[config.mk]
export PLATFORM = sky130hd
export DESIGN_NAME = mem_stage_ctrl
export DESIGN_NICKNAME = d
export VERILOG_FILES = /design/src/rtl/mem_stage_ctrl.sv
export SDC_FILE = /design/constraint.sdc
export NUM_CORES = 1
export LEC_CHECK = 0
export CORE_MARGIN = 2
export CORE_UTILIZATION = 38
export CTS_BUF_LIST = sky130_fd_sc_hd__clkbuf_4 sky130_fd_sc_hd__clkbuf_8
export DETAILED_ROUTE_END_ITERATION = 12
export GPL_TIMING_DRIVEN = 0
export PLACE_DENSITY = 0.76
export REMOVE_ABC_BUFFERS = 1
export SETUP_SLACK_MARGIN = 0.5
export SYNTH_ARGS = -nofsm -noshare
export SYNTH_HDL_FRONTEND = slang
export SYNTH_SLANG_ARGS = --single-unit
[constraint.sdc]
create_clock -name clk -period 2.2 [get_ports clk]
set_clock_uncertainty 0.05 [all_clocks]
set_input_delay 0.44 -clock clk [delete_from_list [all_inputs] [get_ports clk]]
set_output_delay 0.44 -clock clk [all_outputs]
set_load 0.05 [all_outputs]
[src/rtl/mem_stage_ctrl.sv]
// MEM stage: branch resolve, data-memory req/ack access, MEM/WB register; 1-cycle ALU latency, >=2-cycle ld/st.
// Stalls upstream until dmem_ack; optional ack watchdog under DMEM_TIMEOUT_EN.
module mem_stage_ctrl #(
   parameter logic [5:0] NOOP_OP        = 6'b111111,
   parameter int         TIMEOUT_CYCLES = 16
) (
   input  logic        clk,
   input  logic        rst,
   input  logic [4:0]  i_rd,
   input  logic [2:0]  i_m,
   input  logic [1:0]  i_wb,
   input  logic [31:0] i_target,
   input  logic        i_eq,
   input  logic [31:0] i_alu_result,
   input  logic [31:0] i_valB,
   input  logic [5:0]  i_operation,
   output logic        dmem_req,
   output logic        dmem_we,
   output logic [31:0] dmem_addr,
   output logic [31:0] dmem_wdata,
   input  logic [31:0] dmem_rdata,
   input  logic        dmem_ack,
   output logic        o_stall,
   output logic        o_pc_src,
   output logic [31:0] o_branch_target,
   output logic [4:0]  o_rd,
   output logic [1:0]  o_wb,
   output logic [31:0] o_read_data,
   output logic [31:0] o_alu_result,
   output logic [5:0]  o_operation,
   output logic        o_mem_err
);

   typedef enum logic {
      S_IDLE   = 1'b0,
      S_ACCESS = 1'b1
   } state_t;

   state_t r_state;
   state_t w_next_state;

   logic w_valid;
   logic w_mem_op;
   logic w_capture;
   logic w_retire;
   logic w_abort;
   logic w_tmo_hit;

   // Transaction hold registers; addr/wdata/we double as the dmem request fields.
   logic [4:0]  r_hold_rd;
   logic [1:0]  r_hold_wb;
   logic [5:0]  r_hold_op;
   logic [31:0] r_hold_alu;
   logic [31:0] r_hold_valb;
   logic        r_hold_we;
   logic        r_req;

   logic [4:0]  r_rd;
   logic [1:0]  r_wb;
   logic [31:0] r_read_data;
   logic [31:0] r_alu_result;
   logic [5:0]  r_operation;

   assign w_valid  = (i_operation != NOOP_OP);
   assign w_mem_op = w_valid & (i_m[1] | i_m[2]);

`ifdef DMEM_TIMEOUT_EN
   logic [7:0] r_tcnt;
   logic       r_mem_err;

   assign w_tmo_hit = (r_tcnt == 8'(TIMEOUT_CYCLES - 1));

   // Counter sits at zero while idle, so it starts from zero on every ACCESS entry.
   always_ff @(posedge clk) begin
      if (rst) begin
         r_tcnt    <= 8'd0;
         r_mem_err <= 1'b0;
      end else begin
         if (r_state == S_IDLE)
            r_tcnt <= 8'd0;
         else if (!dmem_ack)
            r_tcnt <= r_tcnt + 8'd1;
         if (w_abort)
            r_mem_err <= 1'b1;
      end
   end

   assign o_mem_err = r_mem_err;
`else
   logic [7:0] w_unused_tmo;

   assign w_unused_tmo = 8'(TIMEOUT_CYCLES);
   assign w_tmo_hit    = 1'b0;
   assign o_mem_err    = 1'b0;
`endif

   always_ff @(posedge clk) begin
      if (rst)
         r_state <= S_IDLE;
      else
         r_state <= w_next_state;
   end

   always_comb begin
      w_next_state = r_state;
      w_capture    = 1'b0;
      w_retire     = 1'b0;
      w_abort      = 1'b0;
      o_stall      = 1'b0;
      o_pc_src     = 1'b0;
      case (r_state)
         S_IDLE: begin
            o_pc_src = w_valid & i_m[0] & i_eq;
            if (w_mem_op) begin
               o_stall      = 1'b1;
               w_capture    = 1'b1;
               w_next_state = S_ACCESS;
            end
         end
         S_ACCESS: begin
            // Ack takes priority over a watchdog expiry in the same cycle.
            if (dmem_ack) begin
               w_retire     = 1'b1;
               w_next_state = S_IDLE;
            end else if (w_tmo_hit) begin
               w_abort      = 1'b1;
               w_next_state = S_IDLE;
            end else begin
               o_stall = 1'b1;
            end
         end
         default: w_next_state = S_IDLE;
      endcase
   end

   always_ff @(posedge clk) begin
      if (rst) begin
         r_hold_rd    <= 5'd0;
         r_hold_wb    <= 2'd0;
         r_hold_op    <= 6'd0;
         r_hold_alu   <= 32'd0;
         r_hold_valb  <= 32'd0;
         r_hold_we    <= 1'b0;
         r_req        <= 1'b0;
         r_rd         <= 5'd0;
         r_wb         <= 2'd0;
         r_read_data  <= 32'd0;
         r_alu_result <= 32'd0;
         r_operation  <= NOOP_OP;
      end else if (r_state == S_IDLE) begin
         if (w_capture) begin
            r_hold_rd   <= i_rd;
            r_hold_wb   <= i_wb;
            r_hold_op   <= i_operation;
            r_hold_alu  <= i_alu_result;
            r_hold_valb <= i_valB;
            r_hold_we   <= i_m[2];
            r_req       <= 1'b1;
            r_wb        <= 2'd0;
            r_operation <= NOOP_OP;
         end else begin
            r_rd         <= i_rd;
            r_wb         <= i_wb;
            r_read_data  <= 32'd0;
            r_alu_result <= i_alu_result;
            r_operation  <= i_operation;
         end
      end else begin
         if (w_retire) begin
            r_rd         <= r_hold_rd;
            r_wb         <= r_hold_wb;
            r_alu_result <= r_hold_alu;
            r_operation  <= r_hold_op;
            r_read_data  <= r_hold_we ? 32'd0 : dmem_rdata;
            r_req        <= 1'b0;
         end else begin
            r_wb        <= 2'd0;
            r_operation <= NOOP_OP;
            if (w_abort)
               r_req <= 1'b0;
         end
      end
   end

   assign dmem_req        = r_req;
   assign dmem_we         = r_hold_we;
   assign dmem_addr       = r_hold_alu;
   assign dmem_wdata      = r_hold_valb;
   assign o_branch_target = i_target;
   assign o_rd            = r_rd;
   assign o_wb            = r_wb;
   assign o_read_data     = r_read_data;
   assign o_alu_result    = r_alu_result;
   assign o_operation     = r_operation;

endmodule

==> impl_metrics.ini <==
[floorplanning]
io_pins = 326
fp.dieH_um = 136
die-area_sq_um = 18500
core_area_sq_um = 17200
rows = 48
die_x_um = 136
start_util = 0.386

[yosys]
synth_ff_type = dfxtp_1
synth_edf_count = 0
synth-async-reset-ratio = 0
ys_seq_elements = 157
synthTopCellsByCount = nand2_1 (228), dfxtp_1 (157), mux2i_1 (114), buf_4 (37), mux2_2 (35)
synth_area_leaders = dfxtp_1 (47%), mux2i_1 (17%), nand2_1 (13%), mux2_2 (6.0%), a22o_1 (4.2%)
synth_area_per_cell_sq_um = 9.58
synth_area_sq_um = 6620
synth_top_area_frac = 0.475
yosysSeqAreaShare = 0.475
syn_inst = 691
yosys_warnings = 0
synthDistinctLibCells = 33
synth_largest_area_cell = dfxtp_1
synth.most_common_cell = nand2_1

[global_route]
grt_usage = 0.213
antenna_found_initial = 1
grt_max_degree = 42
grt_overflow_total = 0
grt_pass1_wl_um = 30300
grt_pass1_vias = 5489

[routing]
via_per_inst = 4.87
drt_first_pass_iters = 4
post_drt_wl_per_cell_um = 17.5
drt_iter0_drc = 199
wirelength_um = 20700
drcViolationCount = 0
vias = 5770
ant_nets = 0

[clock_tree]
clk-insertion-delay-late_ps = 450
cts_buffer_depth = 2
cts.clk_slew.worst_paths_ps = 80
clockRootBuffer = clkbuf_8
numCtsBuffers = 17
clkSinkCount = 157
cts_max_level = 4
cts_tree = built

[power]
p_sw_mw = 2.53
p_per_area_nw_per_um2 = 768
p_leak_nw = 4.66
power_frac_comb = 0.278
p_total_mw = 7.78
seqPwrFrac = 0.405
clkPwrFrac = 0.316
p_int_mw = 5.24
switching_share = 0.326
vdd_ir_drop_max_v = 0.000400

[layout]
layout.cells.non_filler = 1186
fillCellCount = 1555
multiInputGateArea_sq_um = 3070
layout-drive-gt1-share = 0.307
antenna_cells = 0
utilization = 0.589
fin_nets = 1096
area_growth_pct = 52.8
regArea_sq_um = 3150
design_area_sq_um = 10100

[placement]
dpl.cell_count = 1108
placed_area_sq_um = 9390
io_buffers = 260
dpl.hpwl_um = 13700
routabilityCongestion = 0.729

[sta]
final_max_slew_viol_count = 0
tightest_slew_ps = 547
fin_crit_ps = 2300
fin_ws_ps = -101
finalHoldViolCount = 0
relSlewSlack = 0.635
max_clock_freq_mhz = 435
finalSetupViolCount = 1
post-route-period-util = 1.05
whs_ps = 224
rsz0062_at_grt = yes

[worst_setup_path]
crit_chain = dlygate4sd2_1 -> and3b_2 -> a211oi_4 -> clkbuf_16 -> buf_12 -> buf_12
critical-path-top-delay-family = buffers and inverters
cp-end-kind = output pin
r2r_slack_ps = 300
crit_required_ps = 1710
critPathKind = in -> out
path_common_cell = buf_12
critPathArrivalTime_ps = 1810
cpMaxStageDelayCell = dlygate4sd2_1
critPathMaxStageDelay_ps = 360
cp.buffers_inverters = 4
critPathLaunchType = primary input
critPathMaxFanout = 6

[outcome]
violations = setup timing
status = complete, but fails checks

[job]
maxCapViolCount = 0

[worst_hold_path]
min_path_type = in -> reg
worst reg2reg max path, cell delays in order, from the launching register on:
cell	delay (ps)
dfxtp_4	380
buf_4	140
buf_12	140
buf_4	140
a311oi_4	280
clkbuf_16	220
buf_12	120
buf_12	140
mux2i_2	220
timing repair:
action	4_1_cts	5_1_grt
cloned	4	7
pin swaps	4	28
gates resized for setup	577	166
hold buffers	0	0
setup endpoints to repair	301	211
setup buffers	20	15
per-stage QoR:
step	setup TNS, ps	worst slack [ps]
after floorplan	-578470	-5030
after global placement	-944720	-8270
after detailed placement	-72560	-1350
after CTS	-104	-104
after global routing	-133	-133
final	-101	-101
layout make-up:
cell class	count	share of cell area
sequential	157	0.311
timing repair buffer	321	0.310
multi-input combinational	448	0.303
tap	225	0.0278
clock buffer	17	0.0231
clock inverter	15	0.0218
inverter	2	0.00235
timing repair inverter	1	0.000865
power groups by stage:
stage / clock (mW) / sequential, mW / combinational (mW)
detailed placement: 0 / 3.23 / 2.01
global route: 2.64 / 3.18 / 2.28
global placement: 0 / 3.24 / 2.01
finish: 2.46 / 3.15 / 2.16
CTS: 2.54 / 3.16 / 2.06
floorplan: 0 / 3.86 / 0.629
layout by cell type (no fill, tap or decap), types with 14 or more instances in the layout:
cell type,netlist,final
clkdlybuf4s50_1,0,106
buf_4,37,16
buf_12,0,14
a22o_1,32,32
nand2_1,228,228
buf_2,10,105
clkdlybuf4s15_2,0,29
mux2_2,35,35
dfxtp_1,157,156
clkbuf_8,0,17
mux2i_1,114,113
worst paths after layout:
kind | start | endpoint | cells after the start
hold reg to reg | dmem_wdata[13]$_SDFFE_PP0P_ | dmem_wdata[13]$_SDFFE_PP0P_ | 2
setup / recovery | i_operation[3] | o_stall | 6
setup reg to reg | r_state$_SDFF_PP0_ | dmem_wdata[12]$_SDFFE_PP0P_ | 8
hold / removal | i_operation[5] | r_hold_op[5]$_SDFFE_PP0P_ | 3
flip-flops by register name, summed over array words and instances, names as in the netlist:
register      cells
r_state           1
r_hold_wb         2
r_hold_op         6
o_wb              2
dmem_wdata       32
dmem_req          1
o_rd              5
dmem_we           1
r_hold_rd         5
o_operation       6
o_read_data      32
dmem_addr        32
o_alu_result     32
cell families after synthesis:
logic type,after synthesis,synth area share
AND/OR/NAND/NOR,248,0.148
AO/OA/AOI/OAI,48,0.0665
other,1,0.000566
buffers and inverters,86,0.0750
multiplexers,151,0.235
flip-flops,157,0.475
metal layers:
metal / up-vias / GRT usage / share of wire
li1: 2802 / - / -
met1: 2688 / 0.270 / 0.42
met2: 244 / 0.320 / 0.46
met3: 32 / 0.0988 / 0.099
met4: 4 / 0.0648 / 0.017
met5: - / 0.0167 / 0.0020
Power figures use the tool's default switching activity.
==> RTL change: new RTL, config.mk and constraints unchanged <==
Build with the macro `DMEM_TIMEOUT_EN` defined.
--- a/src/rtl/mem_stage_ctrl.sv
+++ b/src/rtl/mem_stage_ctrl.sv
@@ -1,5 +1,7 @@
 // MEM stage: branch resolve, data-memory req/ack access, MEM/WB register; 1-cycle ALU latency, >=2-cycle ld/st.
 // Stalls upstream until dmem_ack; optional ack watchdog under DMEM_TIMEOUT_EN.
+`define DMEM_TIMEOUT_EN
+
 module mem_stage_ctrl #(
    parameter logic [5:0] NOOP_OP        = 6'b111111,
    parameter int         TIMEOUT_CYCLES = 16
Check against the original RTL: same outputs for any inputs over 4 cycles, from zero or initial values and one cycle with rst high; that may be too few to reach the edited logic, so the function may still have changed.
==> RTL change against the original RTL <==
- wire length increased by 21%
- design area increased by 8.5%
- sequential cell count increased by 9
- via count increased by 17%
- synthesized area increased by 17%
- worst setup slack improved by 0.14 ns
- power increased by 7.8%
- global-route usage increased by 0.87 points
==> RTL change: results (changes against the original RTL) <==
* Status: completed (was finished with violations)
* Post-DP HPWL at 15.6 mm (was 13.7 mm)
* Total global-route track usage at 22.2% (was 21.3%)
* Global-route wire length before repair at 37.2 mm (was 30.3 mm)
* Hold wc startpoint: i_operation[0] (was i_operation[5])
* Worst setup path start: r_tcnt[1] (was i_operation[3])
* Synth cell types at 41 (was 33)
* Slew HR at 63.2% (was 63.5%)
* DRT Pass-1 Iters at 5 (was 4)
* Peak VDD IR at 380 uV (was 400 uV)
* Sw power at 2.90 mW (was 2.53 mW)
* Input/output buffers at 261 (was 260)
* Leak Pwr at 4.63 nW (was 4.66 nW)
* Largest net degree at the start of global routing at 100 (was 42)
* Number of global-route vias before repair at 6502 (was 5489)
* Synth Area in XOR/XNOR at 0.454% (was 0%)
* DR vias at 6741 (was 5770)
* Placer congestion estimate at 0.778 (was 0.729)
* Register area share after synthesis at 43.1% (was 47.5%)
* Share of cells above drive strength 1 at 25.9% (was 30.7%)
* Critical path peak fanout at 2 (was 6)
* Final #Nets at 1183 (was 1096)
* Final WL at 25.1 mm (was 20.7 mm)
* Compound-Gate Fraction of Synth Area at 15.5% (was 6.65%)
* Top delay family on crit path: simple AND/OR/NAND/NOR gates (was buffers and inverters)
* WP data arrival at 1.67 ns (was 1.81 ns)
* Top post-synthesis cells by area: dfxtp_1 (43%), nand2b_1 (13%), mux2i_1 (10%) (was dfxtp_1 (47%), mux2i_1 (17%), nand2_1 (13%))
* Fill cell count at 1842 (was 1555)
RTL change: changes by cell type in the layout (fill, tap and decap cells not counted), sizes merged, moves of 31 or more:
| cell | change |
|---|---|
| a22o | -32 |
| nand2 | -222 |
| mux2i | -35 |
| nor2 | +44 |
| o32a | +37 |
| inv | +32 |
| a311oi | +38 |
| mux2 | -37 |
| nand2b | +159 |
| buf | +39 |
| a32o | +31 |
RTL change: timing repair:
action	4_1_cts	5_1_grt
gates resized for setup	702	90
buffers inserted	25	13
endpoints found under the setup margin	295	120
hold buffers	0	0
gates cloned	5	6
pin swaps	10	7
RTL change: layer usage:
layer,global-route usage (%),part of all wire [%],up-vias
li1,-,-,3227
met1,28.3,44,3234
met2,33.9,46,237
met3,8.75,7.7,39
met4,7.38,2.1,4
met5,2.95,0.28,-
RTL change: power by group through the flow:
| stage | clock [mW] | sequential (mW) | combinational, mW |
|---|---|---|---|
| after floorplan | 0 | 4.29 | 0.697 |
| after global placement | 0 | 3.51 | 2.49 |
| after detailed placement | 0 | 3.49 | 2.38 |
| after CTS | 2.60 | 3.40 | 2.38 |
| after global routing | 2.73 | 3.43 | 2.58 |
| final | 2.53 | 3.40 | 2.45 |
RTL change: cells by family after synthesis:
group	after synthesis
AO/OA/AOI/OAI	129
XOR/XNOR	4
adder cells (fa/ha/maj)	1
buffers and inverters	144
flip-flops	166
multiplexers	79
AND/OR/NAND/NOR	269
RTL change: final timing paths:
kind               endpoint  slack, ns  cells past startpoint
max                 o_stall       0.04                      5
min reg2reg       o_mem_err       0.41                      2
max reg2reg         o_rd[0]       0.31                      9
min          o_operation[0]       0.22                      2
RTL change: cell type report:
cell class | instances | area share, %
Multi-Input combinational cell | 484 | 34.4
Sequential cell | 166 | 30.4
Timing Repair Buffer | 325 | 26.7
Tap cell | 270 | 3.08
Clock buffer | 18 | 2.26
Clock inverter | 14 | 1.80
Inverter | 40 | 1.37
RTL change: through the flow:
step / setup TNS (ns) / instances / hold slack [ns] / instance area [sq um] / setup slack [ns]
6_report: 0 / 1317 / 0.222 / 11000 / 0.0406
5_1_grt: -0.0548 / 1317 / 0.201 / 11000 / -0.0548
4_1_cts: 0 / 1298 / 0.329 / 10900 / 0.00312
3_5_place_dp: -68.13 / 1236 / 0.393 / 10400 / -1.32
3_3_place_gp: -1579.36 / 1219 / 0.386 / 10000 / -14.43
2_1_floorplan: -776.90 / 688 / 0.393 / 7080 / -9.18
